## config.mk

```make
export PLATFORM = sky130hd
export DESIGN_NAME = mem_read_sequencer
export DESIGN_NICKNAME = d
export VERILOG_FILES = /design/src/rtl/mem_read_sequencer_pkg.sv /design/src/rtl/mem_read_sequencer_fifo.sv /design/src/rtl/mem_read_sequencer.sv
export SDC_FILE = /design/constraint.sdc
export NUM_CORES = 1
export LEC_CHECK = 0
export ABC_AREA = 0
export BUFFER_PORTS_ARGS = -buffer_cell sky130_fd_sc_hd__buf_2
export CAP_MARGIN = 0
export CORE_UTILIZATION = 50
export DETAILED_ROUTE_END_ITERATION = 10
export GPL_TIMING_DRIVEN = 0
export PLACE_DENSITY = 0.75
export SYNTH_ARGS = -nofsm -noshare
export SYNTH_HDL_FRONTEND = slang
export SYNTH_SLANG_ARGS = --single-unit
```

## constraint.sdc

```tcl
create_clock -name clk -period 3.6 [get_ports clk]
set_input_delay 0.18 -clock clk [delete_from_list [all_inputs] [get_ports clk]]
set_output_delay 0.18 -clock clk [all_outputs]
set_load 0.01 [all_outputs]
```

## src/rtl/mem_read_sequencer_pkg.sv

```systemverilog
// Shared state encoding and buffer sizing for the memory read sequencer.
package mem_read_sequencer_pkg;
  localparam int FIFO_DEPTH = 2;
  localparam int FIFO_CNT_W = $clog2(FIFO_DEPTH + 1);

  typedef enum logic [1:0] {
    S_IDLE  = 2'd0,
    S_RUN   = 2'd1,
    S_DRAIN = 2'd2,
    S_DONE  = 2'd3
  } state_e;
endpackage

```

## src/rtl/mem_read_sequencer_fifo.sv

```systemverilog
// Small skid FIFO for returned read data; head is presented straight from storage.
module rd_skid_fifo
  import mem_read_sequencer_pkg::*;
#(
  parameter int DATA_WIDTH = 12
) (
  input  logic                  clk,
  input  logic                  rst,
  input  logic                  push_i,
  input  logic [DATA_WIDTH-1:0] push_data_i,
  input  logic                  pop_i,
  input  logic                  flush_i,
  output logic [DATA_WIDTH-1:0] head_o,
  output logic                  valid_o,
  output logic [FIFO_CNT_W-1:0] count_o
);
  localparam int PTR_W = $clog2(FIFO_DEPTH);

  logic [DATA_WIDTH-1:0] mem_q [FIFO_DEPTH];
  logic [PTR_W-1:0]      wptr_q, rptr_q, wptr_nxt, rptr_nxt;
  logic [FIFO_CNT_W-1:0] cnt_q;
  logic                  do_push, do_pop;

  assign do_pop   = pop_i && (cnt_q != '0);
  // A push into a full FIFO is only legal when the head leaves on the same edge.
  assign do_push  = push_i && ((cnt_q != FIFO_CNT_W'(FIFO_DEPTH)) || do_pop);
  assign wptr_nxt = (wptr_q == PTR_W'(FIFO_DEPTH - 1)) ? '0 : wptr_q + 1'b1;
  assign rptr_nxt = (rptr_q == PTR_W'(FIFO_DEPTH - 1)) ? '0 : rptr_q + 1'b1;

  always_ff @(posedge clk or posedge rst) begin
    if (rst) begin
      for (int i = 0; i < FIFO_DEPTH; i++) mem_q[i] <= '0;
      wptr_q <= '0;
      rptr_q <= '0;
      cnt_q  <= '0;
    end else if (flush_i) begin
      wptr_q <= '0;
      rptr_q <= '0;
      cnt_q  <= '0;
    end else begin
      if (do_push) begin
        mem_q[wptr_q] <= push_data_i;
        wptr_q        <= wptr_nxt;
      end
      if (do_pop) rptr_q <= rptr_nxt;
      cnt_q <= cnt_q + FIFO_CNT_W'(do_push) - FIFO_CNT_W'(do_pop);
    end
  end

  assign head_o  = mem_q[rptr_q];
  assign valid_o = (cnt_q != '0);
  assign count_o = cnt_q;
endmodule

```

## src/rtl/mem_read_sequencer.sv

```systemverilog
// Streams a contiguous block of RAM words to a valid/ready consumer.
// Reads are credit-limited so the 2-entry return FIFO can never overflow.
module mem_read_sequencer
  import mem_read_sequencer_pkg::*;
#(
  parameter int ADDR_WIDTH = 12,
  parameter int DATA_WIDTH = 12,
  parameter int LEN_WIDTH  = 12
) (
  input  logic                  clk,
  input  logic                  rst,
  input  logic                  start,
  input  logic [ADDR_WIDTH-1:0] baseAddr,
  input  logic [LEN_WIDTH-1:0]  length,
  input  logic                  abort,
  output logic [ADDR_WIDTH-1:0] memAddr,
  output logic                  memRdEn,
  input  logic [DATA_WIDTH-1:0] memData,
  output logic [DATA_WIDTH-1:0] outData,
  output logic                  outValid,
  input  logic                  outReady,
  output logic                  busy,
  output logic                  done
);
  state_e                state_q, state_d;
  logic [ADDR_WIDTH-1:0] addr_q, addr_d;
  logic [LEN_WIDTH-1:0]  rem_q, rem_d;
  logic                  inflight_q;
  logic                  issue, flush, pop, push, credit;
  logic [FIFO_CNT_W-1:0] fifo_cnt;

  assign pop    = outValid & outReady;
  // Room for one more word once everything already owed to the FIFO has landed.
  assign credit = (int'(fifo_cnt) + int'(inflight_q) - int'(pop)) < FIFO_DEPTH;
  // A returning word is dropped when the transfer is cancelled under it.
  assign push   = inflight_q & ~flush;

  always_comb begin
    state_d = state_q;
    addr_d  = addr_q;
    rem_d   = rem_q;
    issue   = 1'b0;
    flush   = 1'b0;
    case (state_q)
      S_IDLE: begin
        if (start) begin
          addr_d  = baseAddr;
          rem_d   = length;
          state_d = (length == '0) ? S_DONE : S_RUN;
        end
      end
      S_RUN: begin
        if (abort) begin
          state_d = S_IDLE;
          flush   = 1'b1;
        end else if ((rem_q != '0) && credit) begin
          issue  = 1'b1;
          addr_d = addr_q + 1'b1;
          rem_d  = rem_q - 1'b1;
          if (rem_q == LEN_WIDTH'(1)) state_d = S_DRAIN;
        end
      end
      S_DRAIN: begin
        if (abort) begin
          state_d = S_IDLE;
          flush   = 1'b1;
        end else if (!inflight_q && ((int'(fifo_cnt) - int'(pop)) == 0)) begin
          state_d = S_DONE;
        end
      end
      S_DONE: begin
        state_d = S_IDLE;
        flush   = abort;
      end
      default: state_d = S_IDLE;
    endcase
  end

  always_ff @(posedge clk or posedge rst) begin
    if (rst) begin
      state_q    <= S_IDLE;
      addr_q     <= '0;
      rem_q      <= '0;
      inflight_q <= 1'b0;
    end else begin
      state_q    <= state_d;
      addr_q     <= addr_d;
      rem_q      <= rem_d;
      inflight_q <= issue;
    end
  end

  // Strobe decodes registered state; outReady only enters through the credit check.
  assign memRdEn = issue;
  assign memAddr = addr_q;
  assign busy    = (state_q == S_RUN) || (state_q == S_DRAIN);
  assign done    = (state_q == S_DONE);

  rd_skid_fifo #(.DATA_WIDTH(DATA_WIDTH)) u_fifo (
    .clk         (clk),
    .rst         (rst),
    .push_i      (push),
    .push_data_i (memData),
    .pop_i       (pop),
    .flush_i     (flush),
    .head_o      (outData),
    .valid_o     (outValid),
    .count_o     (fifo_cnt)
  );
endmodule

```

==> flow_metrics.py <==
metrics = {
    "worst_setup_path": {
        "crit_top_cell": "nand2_1",
        "r2r-end": "rem_q[9]",
        "cp_max_fo": 8,
        "cp.arrival_ps": 3350,
        "ff2ff_setup_slack_ps": 450,
        "path_class": "reg -> reg",
        "path_buf_inv": 4,
        "crit_path_start_kind": "flip-flop",
        "required_ps": 3800,
        "crit_chain": "inv_1, nand2_1, nand2_1, inv_1, ha_1, inv_1, nand2_1, fa_1, xnor2_1, and4_1, clkbuf_1, nand2_1, nor4b_1, nor3_1",
        "cpPeakStageDelay_ps": 460,
        "slowest_stage": "dfrtp_1",
        "end_kind": "flip-flop",
        "critical_path.top_delay_family": "simple AND/OR/NAND/NOR gates",
        "rr_worst_depth": 14,
        "reg2reg_from": "u_fifo.count_o[1]",
    },
    "detailed_routing": {
        "vias": 2613,
        "antenna_left": 0,
        "route.detailed.drc": 0,
        "wl_per_cell_um": 16.3,
        "viasPerCell": 5.74,
        "drt-initial-drc-count": 92,
        "drt_pass1_iterations": 4,
        "routed_wl_um": 7400,
    },
    "power": {
        "peakVddDrop_mv": 0.441,
        "power_density_nw_per_um2": 861,
        "finalPower_w": 0.00311,
        "p_leak_nw": 1.69,
    },
    "placement": {
        "io_buffers": 68,
        "gp_congestion": 0.897,
        "dp.final_hpwl_um": 5390,
        "place_inst": 446,
    },
    "yosys": {
        "syn_nets": 353,
        "synth_cells": 302,
        "post_synth.cell_area_avg_um2": 10.1,
        "synth_ff_type": "dfrtp_1",
        "async_reset_ff_frac": 1.00,
        "ys_types": 49,
        "yosysSeqAreaShare": 0.452,
        "synth_edf_count": 0,
        "ys_warn_count": 0,
        "syn-cell-area_um2": 3050,
        "synth-seq-cells": 55,
    },
    "floorplanning": {
        "start_util": 0.518,
        "dieArea_um2": 6410,
        "coreArea_um2": 5890,
        "num_io_pins": 69,
        "num_rows": 28,
        "die_h_um": 80.1,
        "die_x_um": 80.1,
    },
    "clock_network": {
        "post_cts_buffers": 0,
        "clk_latency_ps": 320,
        "cts_tree": "built",
        "cts_buffers": 5,
        "cts-root-buf": "clkbuf_8",
        "htree_levels": 2,
        "cts_sinks": 55,
        "clk_pin_slew_ps": 110,
        "cts_max_path_buffers": 2,
    },
    "final_layout": {
        "nets": 430,
        "num_antenna_cells": 0,
        "fillCellCount": 523,
        "regArea_um2": 1380,
        "finalNonFillerCells": 455,
        "multi_input_area_um2": 1530,
        "drive_above_1_share": 0.321,
        "area_delta_synth_final_pct": 18.3,
    },
    "timing": {
        "rsz0062_at_grt": "no",
        "clock-skew-final_ps": 10.9,
        "slew_violations": 0,
        "hold_violations": 0,
        "max_freq_ghz": 0.317,
        "worst_slew_pin_slew_ps": 821,
        "relSlewSlack": 0.448,
        "min_period_ps": 3150,
        "min_period_over_period": 0.876,
        "setup_violations": 0,
        "tns_ps": 0,
    },
    "hold_path": {
        "holdPathEnd": "memAddr[11]",
        "hp-class": "in -> reg",
        "hold_path_depth": 3,
        "hp-start": "baseAddr[11]",
    },
    "grt": {
        "grt_pass1_wl_um": 11900,
        "grt_max_degree": 35,
        "overflow": 0,
        "antenna_found_initial": 0,
        "grt_pass1_vias": 2519,
        "grt.total_usage": 0.241,
    },
    "run": {
        "drv_cap": 0,
    },
    "run_status": {
        "status": "finished clean",
    },
}
## sequential cells by signal, summed over array words and instances (netlist names)
signal / count
u_fifo.mem_q: 24
memAddr: 12
rem_q: 12
state_q: 2
u_fifo.count_o: 2
inflight_q: 1
u_fifo.rptr_q: 1
u_fifo.wptr_q: 1
## where the power goes
group	leakage [nW]	internal, W	total (W)	switching [W]
logic	0.967	0.000735	0.00158	0.000847
registers	0.677	0.000916	0.00116	0.000246
clock network	0.0452	0.000142	0.000361	0.000219
## how the worst max path moves through the flow
stage                            from  depth (start not counted)           to  slack [ps]
finish              u_fifo.count_o[1]                         14     rem_q[9]         450
global route        u_fifo.count_o[1]                         15  memAddr[11]         100
CTS                 u_fifo.count_o[1]                         15   memAddr[4]         460
detailed placement  u_fifo.count_o[1]                         15   memAddr[4]         470
global placement    u_fifo.count_o[1]                         15   memAddr[4]         530
floorplan           u_fifo.count_o[1]                         15   memAddr[4]         730
## worst min-delay path: stages
cell      delay [ps]
buf_2             80
nand2_1           40
o311ai_1          60
## cell type report
type / count / area share
Multi-Input combinational cell: 215 / 0.425
Timing Repair Buffer: 70 / 0.103
Clock inverter: 3 / 0.00694
Clock buffer: 5 / 0.0191
Inverter: 15 / 0.0156
Tap cell: 75 / 0.0260
Buffer: 17 / 0.0229
Sequential cell: 55 / 0.382
## synthesized netlist by cell type, types with 2 or more instances
| cell | n | area share |
|---|---|---|
| xor2_1 | 2 | 0.0057 |
| ha_1 | 9 | 0.037 |
| nor2b_1 | 3 | 0.0062 |
| nor2_1 | 17 | 0.021 |
| nand3_1 | 11 | 0.018 |
| and4_1 | 3 | 0.0086 |
| a2bb2oi_1 | 6 | 0.017 |
| dfrtp_1 | 55 | 0.45 |
| nand2b_1 | 3 | 0.0062 |
| inv_1 | 14 | 0.017 |
| xnor2_1 | 3 | 0.0086 |
| a21o_1 | 3 | 0.0074 |
| o22ai_1 | 4 | 0.0082 |
| nand4_1 | 2 | 0.0041 |
| o211ai_1 | 2 | 0.0049 |
| a21oi_1 | 20 | 0.033 |
| and3_1 | 5 | 0.010 |
| a41oi_1 | 2 | 0.0057 |
| nor3_1 | 9 | 0.015 |
| clkbuf_1 | 11 | 0.014 |
| o21ai_0 | 20 | 0.033 |
| a22o_1 | 3 | 0.0086 |
| buf_6 | 2 | 0.0074 |
| mux2_2 | 36 | 0.13 |
| nor4_1 | 5 | 0.010 |
| buf_2 | 3 | 0.0049 |
| mux2i_1 | 4 | 0.013 |
| o21a_1 | 2 | 0.0049 |
| nand2_1 | 22 | 0.027 |
| nor4b_1 | 2 | 0.0057 |
## per-stage QoR
| step | utilization | area, µm² | setup slack [ps] | hold slack (ps) |
|---|---|---|---|---|
| floorplan | - | 3050 | 735 | 303 |
| global placement | 0.592 | 3480 | 529 | 406 |
| CTS | 0.613 | 3610 | 464 | 72.5 |
| detailed placement | 0.595 | 3500 | 465 | 241 |
| finish | 0.613 | 3610 | 445 | 78.7 |
| global route | 0.613 | 3610 | 102 | 69.9 |
## placed cells by master, fill, tap and decap left out, types with 2 or more instances in the layout
cell type	n
buf_6	2
and3_1	5
a2bb2oi_1	6
dfrtp_1	55
nand2b_1	3
a21oi_1	20
buf_2	71
a22o_1	3
nor3_1	9
nor4b_1	2
a41oi_1	2
xnor2_1	3
o22ai_1	4
nor2b_1	3
o21a_1	2
nand2_1	22
clkbuf_8	5
ha_1	9
nor2_1	17
mux2i_1	4
o211ai_1	2
a21o_1	3
xor2_1	2
and4_1	3
inv_1	13
mux2_2	36
clkbuf_1	11
nand4_1	2
nand3_1	11
inv_6	2
nor4_1	5
o21ai_0	20
## per-layer routing
metal,vias to the layer above,global-route usage,routed length (µm)
met5,-,0,0
met4,0,0.0679,64
li1,1254,-,-
met3,7,0.0386,445
met2,96,0.422,3730
met1,1256,0.307,3150
## kinds of logic after synthesis
kind of cell | synth area share
simple gates | 0.146
compound gates | 0.153
flops | 0.452
mux | 0.146
buf+inv | 0.0456
fa+ha+maj | 0.0435
xor+xnor | 0.0144
## what timing repair did
item,in CTS,in global routing
gates resized for setup,0,0
hold buffers,1,0
endpoints found under the hold margin,21,0
Power figures use the tool's default switching activity.
